--- config.mk ---
export PLATFORM = sky130hd
export DESIGN_NAME = count_event_monitor
export DESIGN_NICKNAME = d
export VERILOG_FILES = /design/src/rtl/count_event_monitor.sv
export SDC_FILE = /design/constraint.sdc
export NUM_CORES = 1
export LEC_CHECK = 0
export ABC_AREA = 1
export CAP_MARGIN = 40
export CORE_UTILIZATION = 52
export DETAILED_ROUTE_END_ITERATION = 7
export GPL_ROUTABILITY_DRIVEN = 0
export MAX_ROUTING_LAYER = met4
export PLACE_DENSITY_LB_ADDON = 0.1
export SYNTH_ARGS = -nofsm -noshare
export SYNTH_HDL_FRONTEND = slang
export SYNTH_SLANG_ARGS = --single-unit
--- constraint.sdc ---
create_clock -name clk -period 2 [get_ports clk]
set_input_delay 0.4 -clock clk [delete_from_list [all_inputs] [get_ports clk]]
set_output_delay 0.4 -clock clk [all_outputs]
set_load 0.01 [all_outputs]
--- src/rtl/count_event_monitor.sv ---
// Watches an up/down counter's output, classifies each sampled transition and queues
// exceptional ones (wrap, illegal step, threshold crossing) in a show-ahead event FIFO.
// Define COUNT_MON_STALL_EN to also report a counter stuck for STALL_LIMIT samples.
module count_event_monitor #(
    parameter int                 WIDTH       = 8,
    parameter int                 FIFO_DEPTH  = 4,
    parameter logic [WIDTH-1:0]   HI_THRESH   = 8'hF0,
    parameter logic [WIDTH-1:0]   LO_THRESH   = 8'h10,
    parameter int                 STALL_LIMIT = 16
) (
    input  logic                              clk,
    input  logic                              rst,
    input  logic                              sample_en,
    input  logic [WIDTH-1:0]                  count_in,
    output logic                              evt_valid,
    input  logic                              evt_ready,
    output logic [2:0]                        evt_code,
    output logic [WIDTH-1:0]                  evt_count,
    output logic [$clog2(FIFO_DEPTH+1)-1:0]   fifo_level,
    output logic                              overflow
);
    localparam int LVL_W = $clog2(FIFO_DEPTH + 1);
    localparam int PTR_W = $clog2(FIFO_DEPTH);
    localparam int ENT_W = WIDTH + 3;

    localparam logic [0:0] ST_PRIME = 1'b0;
    localparam logic [0:0] ST_TRACK = 1'b1;

    localparam logic [2:0] EVT_NONE     = 3'd0;
    localparam logic [2:0] EVT_WRAP_UP  = 3'd1;
    localparam logic [2:0] EVT_WRAP_DN  = 3'd2;
    localparam logic [2:0] EVT_STEP_ERR = 3'd3;
    localparam logic [2:0] EVT_HI_CROSS = 3'd4;
    localparam logic [2:0] EVT_LO_CROSS = 3'd5;
`ifdef COUNT_MON_STALL_EN
    localparam logic [2:0] EVT_STALL    = 3'd6;
    localparam int         SC_W         = $clog2(STALL_LIMIT + 1);
`endif

    localparam logic [WIDTH-1:0] ALL_ONES = '1;
    localparam logic [WIDTH-1:0] ZERO     = '0;
    localparam logic [WIDTH-1:0] ONE      = WIDTH'(1);

    logic [0:0]       state_reg;
    logic [WIDTH-1:0] prev_reg;
    logic             push_reg;
    logic [2:0]       push_code_reg;
    logic [WIDTH-1:0] push_count_reg;
    logic [2:0]       cls_code;
    logic [WIDTH-1:0] prev_plus1;
    logic [WIDTH-1:0] prev_minus1;

`ifdef COUNT_MON_STALL_EN
    logic [SC_W-1:0]  stall_cnt_reg;
`endif

    assign prev_plus1  = prev_reg + ONE;
    assign prev_minus1 = prev_reg - ONE;

    // Wraps are tested first so the legal all-ones/zero steps never look like threshold moves.
    always_comb begin
        cls_code = EVT_NONE;
        if (prev_reg == ALL_ONES && count_in == ZERO)
            cls_code = EVT_WRAP_UP;
        else if (prev_reg == ZERO && count_in == ALL_ONES)
            cls_code = EVT_WRAP_DN;
        else if (count_in != prev_reg && count_in != prev_plus1 && count_in != prev_minus1)
            cls_code = EVT_STEP_ERR;
        else if (prev_reg < HI_THRESH && count_in >= HI_THRESH)
            cls_code = EVT_HI_CROSS;
        else if (prev_reg > LO_THRESH && count_in <= LO_THRESH)
            cls_code = EVT_LO_CROSS;
`ifdef COUNT_MON_STALL_EN
        else if (count_in == prev_reg && stall_cnt_reg == SC_W'(STALL_LIMIT - 1))
            cls_code = EVT_STALL;
`endif
    end

    always_ff @(posedge clk) begin
        if (rst) begin
            state_reg      <= ST_PRIME;
            prev_reg       <= '0;
            push_reg       <= 1'b0;
            push_code_reg  <= '0;
            push_count_reg <= '0;
        end else begin
            push_reg <= 1'b0;
            if (sample_en) begin
                prev_reg <= count_in;
                if (state_reg == ST_PRIME) begin
                    state_reg <= ST_TRACK;
                end else if (cls_code != EVT_NONE) begin
                    push_reg       <= 1'b1;
                    push_code_reg  <= cls_code;
                    push_count_reg <= count_in;
                end
            end
        end
    end

`ifdef COUNT_MON_STALL_EN
    // Saturates at the limit so a long stall reports only once.
    always_ff @(posedge clk) begin
        if (rst) begin
            stall_cnt_reg <= '0;
        end else if (sample_en && state_reg == ST_TRACK) begin
            if (count_in != prev_reg)
                stall_cnt_reg <= '0;
            else if (stall_cnt_reg != SC_W'(STALL_LIMIT))
                stall_cnt_reg <= stall_cnt_reg + 1'b1;
        end
    end
`endif

    logic [ENT_W-1:0] mem [FIFO_DEPTH];
    logic [PTR_W-1:0] wr_ptr_reg;
    logic [PTR_W-1:0] rd_ptr_reg;
    logic [LVL_W-1:0] level_reg;
    logic [LVL_W-1:0] level_next;
    logic             valid_reg;
    logic             overflow_reg;
    logic             fifo_full;
    logic             do_pop;
    logic             do_push;

    assign fifo_full = (level_reg == LVL_W'(FIFO_DEPTH));
    assign do_pop    = valid_reg && evt_ready;
    assign do_push   = push_reg && (!fifo_full || do_pop);

    always_comb begin
        level_next = level_reg;
        if (do_push && !do_pop)
            level_next = level_reg + 1'b1;
        else if (!do_push && do_pop)
            level_next = level_reg - 1'b1;
    end

    always_ff @(posedge clk) begin
        if (do_push && !rst)
            mem[wr_ptr_reg] <= {push_code_reg, push_count_reg};
    end

    always_ff @(posedge clk) begin
        if (rst) begin
            wr_ptr_reg   <= '0;
            rd_ptr_reg   <= '0;
            level_reg    <= '0;
            valid_reg    <= 1'b0;
            overflow_reg <= 1'b0;
        end else begin
            if (do_push)
                wr_ptr_reg <= wr_ptr_reg + 1'b1;
            if (do_pop)
                rd_ptr_reg <= rd_ptr_reg + 1'b1;
            level_reg <= level_next;
            valid_reg <= (level_next != '0);
            if (push_reg && fifo_full && !do_pop)
                overflow_reg <= 1'b1;
        end
    end

    // Head is forced to zero while empty so stale entries never leak onto the outputs.
    assign evt_valid  = valid_reg;
    assign evt_code   = valid_reg ? mem[rd_ptr_reg][ENT_W-1:WIDTH] : 3'd0;
    assign evt_count  = valid_reg ? mem[rd_ptr_reg][WIDTH-1:0] : '0;
    assign fifo_level = level_reg;
    assign overflow   = overflow_reg;

endmodule
==> impl_metrics.csv, run 1 <==
group,metric,value,unit
floorplanning,num_rows,30,
routing,drt_iter0_drc,143,
clock_network,hold_buffers,0,
setup_path,rr_endpoint,"push_count_reg[1]",
yosys,synth-seq-area-share,0.530,
setup_path,critPathKind,"reg2out",
global_route,overflow,0,
sta,setup_viol,0,
layout,fin_nets,530,
sta,rsz0062_at_grt,"yes",
setup_path,crit-reg2reg-launch,"prev_reg[1]",
yosys,synth_area_leader_cell,"edfxtp_1",
yosys,synth_edf_count,44,
layout,largest_reg_flops,44,
sta,fmax,0.523,GHz
floorplanning,ios,28,
routing,drc,0,
sta,worstMarginPinSlew,0.401,ns
power_and_ir_drop,power_density,906,nW/µm²
sta,final_hold_viol_count,0,
clock_network,cts_root_buffer,"clkbuf_8",
yosys,syn-num-nets,472,
routing,ant_nets,0,
placement,dp_cells,590,
layout,fin_cells,609,
setup_path,worstSetupEndpoint,"evt_count[6]",
global_route,grt_pass1_vias,2767,
floorplanning,chipWidth,86.4,µm
layout,drive_gt1_frac,0.212,
clock_network,htree_levels,3,
setup_path,crit_fanout,3,
setup_path,endpoint_kind,"output pin",
setup_path,cp-start-kind,"register",
power_and_ir_drop,finalPower,4.25,mW
routing,dr_total_vias,3000,
layout,post-route-util,0.686,
global_route,grt_usage,0.230,
sta,post-route-period-util,0.957,
clock_network,clock-sinks,76,
floorplanning,fp.coreArea,6830,µm²
clock_network,insertion_delay,0.34,ns
hold_path,min_path_type,"reg2reg",
global_route,antenna_found_initial,0,
yosys,syn_inst,450,
setup_path,arrival,1.51,ns
yosys,yosysTopAreaCellShare,0.357,
yosys,synth_area_per_cell,8.23,µm²
yosys,ys_seq_elements,76,
sta,skew,0.0124,ns
floorplanning,die_h,86.4,µm
placement,portBuffers,27,
routing,vias_per_cell,4.93,
yosys,ys.flop_type,"edfxtp_1",
yosys,synth-async-reset-ratio,0,
sta,drv_slew,0,
layout,antenna_cells,0,
power_and_ir_drop,p_leak,1.99,nW
yosys,synth_area,3700,µm²
clock_network,path_clk_slew,0.08,ns
yosys,synth_area_leaders,"edfxtp_1 36%, dfxtp_1 17%, nor2_1 9.3%, nand2_1 8.9%, o21ai_0 5.0%",
global_route,grt_pass1_wl,12700,µm
floorplanning,die-area,7470,µm²
routing,wl_per_cell,13.0,µm
sta,slew_headroom,0.733,
clock_network,cts_buffer_depth,2,
setup_path,cp_data_required_time,1.60,ns
power_and_ir_drop,ir_drop,0.000631,V
layout,area_growth_syn_to_layout,26.5,%
clock_network,cts_tree,"done",
placement,dp_hpwl,5530,µm
sta,min_period,1.91,ns
floorplanning,start_util,0.542,
yosys,ys_types,30,
routing,dr.pass1.iters,4,
clock_network,cts_made_buffers,9,
setup_path,rrSetupSlack,0.09,ns
setup_path,rr_worst_depth,15,
routing,routed_wl,7890,µm
status,status,"completed",
yosys,ys_warn_count,0,
flow_run,maxCapViolCount,0,
global_route,grt_max_degree,23,
==> cell usage after synthesis (all sizes together), types with 2 or more instances <==
cell type,n
dfxtp,32
nor3,2
nand4,7
inv,48
buf,6
nand3,26
o21ai,38
xor2,5
a21oi,23
nor2,95
xnor2,3
nand2,90
ha,10
clkbuf,13
edfxtp,44
a31oi,2
==> area by class of cell <==
type	instances	area [µm²]
fillers	568	2140
flip-flops and latches	76	1980
multi-input cells	307	1580
repair buffers	65	546
inverters	48	191
clock inverters	6	136
clock buffers	10	128
well taps	96	120
repair inverters	1	7.51
==> per-layer routing <==
layer  up-vias  GRT usage  routed length, µm
met4         0     0.0591                 60
met1      1375      0.285               3640
met3         8     0.0467                230
li1       1574          -                  -
met2        43      0.387               3950
met5         -          -                  0
==> metrics by stage <==
| step | hold WS [ns] | setup WS (ns) | area (µm²) | TNS, ns |
|---|---|---|---|---|
| after floorplan | 0.435 | -0.0615 | 3700 | -2.71 |
| after global placement | 0.440 | -0.253 | 4290 | -2.71 |
| after detailed placement | 0.459 | -0.263 | 4290 | -2.90 |
| after CTS | 0.470 | -0.00612 | 4570 | -0.00612 |
| after global routing | 0.487 | -0.0285 | 4690 | -0.0815 |
| final | 0.465 | 0.0864 | 4690 | 0 |
==> layout by cell type, fill, tap and decap left out, types with 7 or more instances in the layout <==
cell and count:
edfxtp_1 44, buf_4 33, inv_1 40, nand4_1 7, a21oi_1 22, nand3_2 11, nor2_2 8, clkdlybuf4s50_1 14
nor2_1 86, o21ai_0 37, nand3_1 14, clkbuf_8 9, dfxtp_1 27, nand2_1 84, clkbuf_2 9, ha_1 8
==> critical path, stage by stage, from the launching register on <==
cell and delay [ns]:
dfxtp_4 0.39, clkinvlp_4 0.09, buf_4 0.14, nor2_1 0.09, o21ai_0 0.08, a21oi_1 0.12, dlygate4sd2_1 0.28
==> what timing repair did <==
| item | in CTS | in global routing |
|---|---|---|
| resized for setup | 21 | 62 |
| setup buffers | 1 | 1 |
| pin swaps | 0 | 19 |
| setup endpoints to repair | 11 | 22 |
| endpoints found under the hold margin | 0 | 0 |
| gates cloned | 1 | 0 |
==> cell families after synthesis <==
logic type,count (synthesis),synth area share
simple gates,223,0.249
flops,76,0.530
buf+inv,67,0.0763
compound gates,65,0.0898
fa+ha+maj,10,0.0338
xor+xnor,8,0.0189
mux,1,0.00270
==> report_power, final <==
group | internal (mW) | switching [mW] | total (mW) | leakage, nW
Combinational | 0.393 | 0.513 | 0.906 | 1.20
Clock | 0.960 | 0.561 | 1.52 | 0.127
Sequential | 1.73 | 0.0890 | 1.82 | 0.671
==> how the worst min path moves through the flow <==
stage	depth (start not counted)	slack [ns]	end	from
floorplan	2	0.43	state_reg	state_reg
global placement	2	0.44	overflow	overflow
detailed placement	2	0.46	overflow	overflow
CTS	2	0.47	overflow	overflow
global route	2	0.49	state_reg	state_reg
finish	2	0.46	overflow	overflow
Note: power is estimated with default switching activity, not from simulation.
==> run 2, diff against run 1 <==
--- a/config.mk
+++ b/config.mk
@@ -7,7 +7,7 @@
 export LEC_CHECK = 0
 export ABC_AREA = 1
 export CAP_MARGIN = 40
-export CORE_UTILIZATION = 52
+export CORE_UTILIZATION = 40
 export DETAILED_ROUTE_END_ITERATION = 7
 export GPL_ROUTABILITY_DRIVEN = 0
 export MAX_ROUTING_LAYER = met4
==> run 2 against run 1 <==
Against the previous run: first-iteration DRC count decreased by 8.4%; critical path type unchanged; global-route usage decreased by 4.6 points; largest power group unchanged; clock skew increased by 0.0030 ns; wire length increased by 3.5%.
==> impl_metrics.csv, run 2 (synthesis results as in run 1) <==
group,metric,value,unit
clock_network,cts_root_buffer,"clkbuf_8",
setup_path,endpoint_kind,"output pin",
hold_path,holdPathEnd,"overflow",
sta,final_hold_viol_count,0,
setup_path,rrSetupSlack,0.12,ns
layout,area_growth_syn_to_layout,26.6,%
floorplanning,ios,28,
layout,fin_cells,630,
placement,portBuffers,27,
layout,antenna_cells,0,
clock_network,clock-sinks,76,
setup_path,rr_worst_depth,16,
status,status,"completed",
sta,fmax,0.503,GHz
sta,slew_headroom,0.689,
floorplanning,fp.coreArea,8850,µm²
clock_network,cts_tree,"done",
floorplanning,num_rows,34,
global_route,grt_pass1_wl,13600,µm
clock_network,cts_made_buffers,9,
routing,ant_nets,0,
layout,layout_commonest_cell,"nor2_1",
setup_path,cp_data_required_time,1.60,ns
power_and_ir_drop,power_density,796,nW/µm²
routing,drt_iter0_drc,131,
global_route,overflow,0,
layout,fin_nets,539,
floorplanning,chipWidth,98.2,µm
floorplanning,die-area,9650,µm²
sta,skew,0.0154,ns
routing,vias_per_cell,4.80,
flow_run,maxCapViolCount,0,
routing,drc,0,
power_and_ir_drop,p_leak,2.01,nW
sta,post-route-period-util,0.995,
sta,min_period,1.99,ns
global_route,grt_usage,0.184,
setup_path,arrival,1.59,ns
power_and_ir_drop,ir_drop,0.000416,V
floorplanning,die_h,98.2,µm
sta,whs,0.458,ns
layout,final_cell_mix,"85 x nor2_1, 82 x nand2_1, 44 x edfxtp_1, 39 x inv_1, 34 x buf_4",
clock_network,htree_levels,3,
hold_path,min_path_type,"reg2reg",
routing,dr_total_vias,3023,
routing,wl_per_cell,13.0,µm
clock_network,insertion_delay,0.35,ns
placement,dp_hpwl,5850,µm
setup_path,cp-start-kind,"register",
placement,dp_cells,605,
layout,post-route-util,0.530,
hold_path,hold_depth,2,
layout,largest_reg_flops,44,
sta,worstMarginPinSlew,0.466,ns
layout,nFillCells,864,
setup_path,rr_endpoint,"push_count_reg[0]",
sta,drv_slew,0,
sta,setup_viol,0,
global_route,antenna_found_initial,0,
setup_path,crit-reg2reg-launch,"prev_reg[0]",
hold_path,worstHoldStart,"overflow",
setup_path,critPathKind,"reg2out",
global_route,grt_max_degree,23,
routing,dr.pass1.iters,6,
routing,routed_wl,8170,µm
sta,rsz0062_at_grt,"yes",
placement,place_area,4330,µm²
global_route,grt_pass1_vias,2891,
layout,drive_gt1_frac,0.222,
clock_network,cts_buffer_depth,2,
layout,stdcell_area,4690,µm²
clock_network,path_clk_slew,0.08,ns
floorplanning,start_util,0.419,
setup_path,crit_fanout,3,
run 2: report_power, final:
| part | switching, mW | internal, mW | total [mW] |
|---|---|---|---|
| registers | 0.0895 | 1.73 | 1.82 |
| clock network | 0.551 | 0.448 | 0.999 |
| logic | 0.521 | 0.388 | 0.910 |
| total | 1.16 | 2.57 | 3.73 |
run 2: worst max path at each step:
stage                     slack (ns)           from                end  depth (start not counted)
after floorplan                -0.06  fifo_level[0]          mem[0][0]                          5
after global placement         -0.34    count_in[3]  push_count_reg[1]                         15
after detailed placement       -0.33    count_in[3]  push_count_reg[2]                         15
after CTS                      -0.13       register       evt_count[4]                          8
after global routing           -0.11       register       evt_count[6]                          8
final                           0.01       register       evt_count[4]                          8
run 2: through the flow:
step                power [mW]  worst slack [ns]  TNS, ns
finish                    3.73            0.0110        0
global route              3.96            -0.113   -0.594
CTS                       3.76            -0.132   -0.477
detailed placement        2.78            -0.334    -4.42
global placement          2.77            -0.340    -3.93
floorplan                 2.36           -0.0615    -2.71
run 2: critical path, stage by stage (launching register included):
cell	delay, ns
dfxtp_4	0.36
buf_6	0.09
clkinvlp_4	0.12
buf_6	0.15
buf_6	0.10
nor2_2	0.06
o21ai_1	0.06
a21oi_1	0.14
buf_2	0.15
run 2: layout make-up:
cell class	count	area [µm²]	share of cell area
Clock buffer	10	128	0.0272
Sequential cell	76	1980	0.422
Timing Repair Buffer	74	644	0.137
Tap cell	108	135	0.0288
Inverter	48	189	0.0403
Multi-Input combinational cell	307	1570	0.335
Timing Repair inverter	1	7.51	0.00160
Clock inverter	6	40.0	0.00854
run 2: routing by layer:
layer / vias to the layer above / wire (µm) / track usage
li1: 1596 / - / -
met1: 1365 / 3840 / 0.230
met2: 52 / 3960 / 0.304
met3: 10 / 264 / 0.0358
met4: 0 / 99 / 0.0563
met5: - / 0 / -
run 2: repair_timing:
action                     CTS  global route
hold buffers                 0             0
gates resized for setup     42            63
setup endpoints to repair   22            23
setup buffers                7             1
pin swaps                    1            21
cloned                       1             0
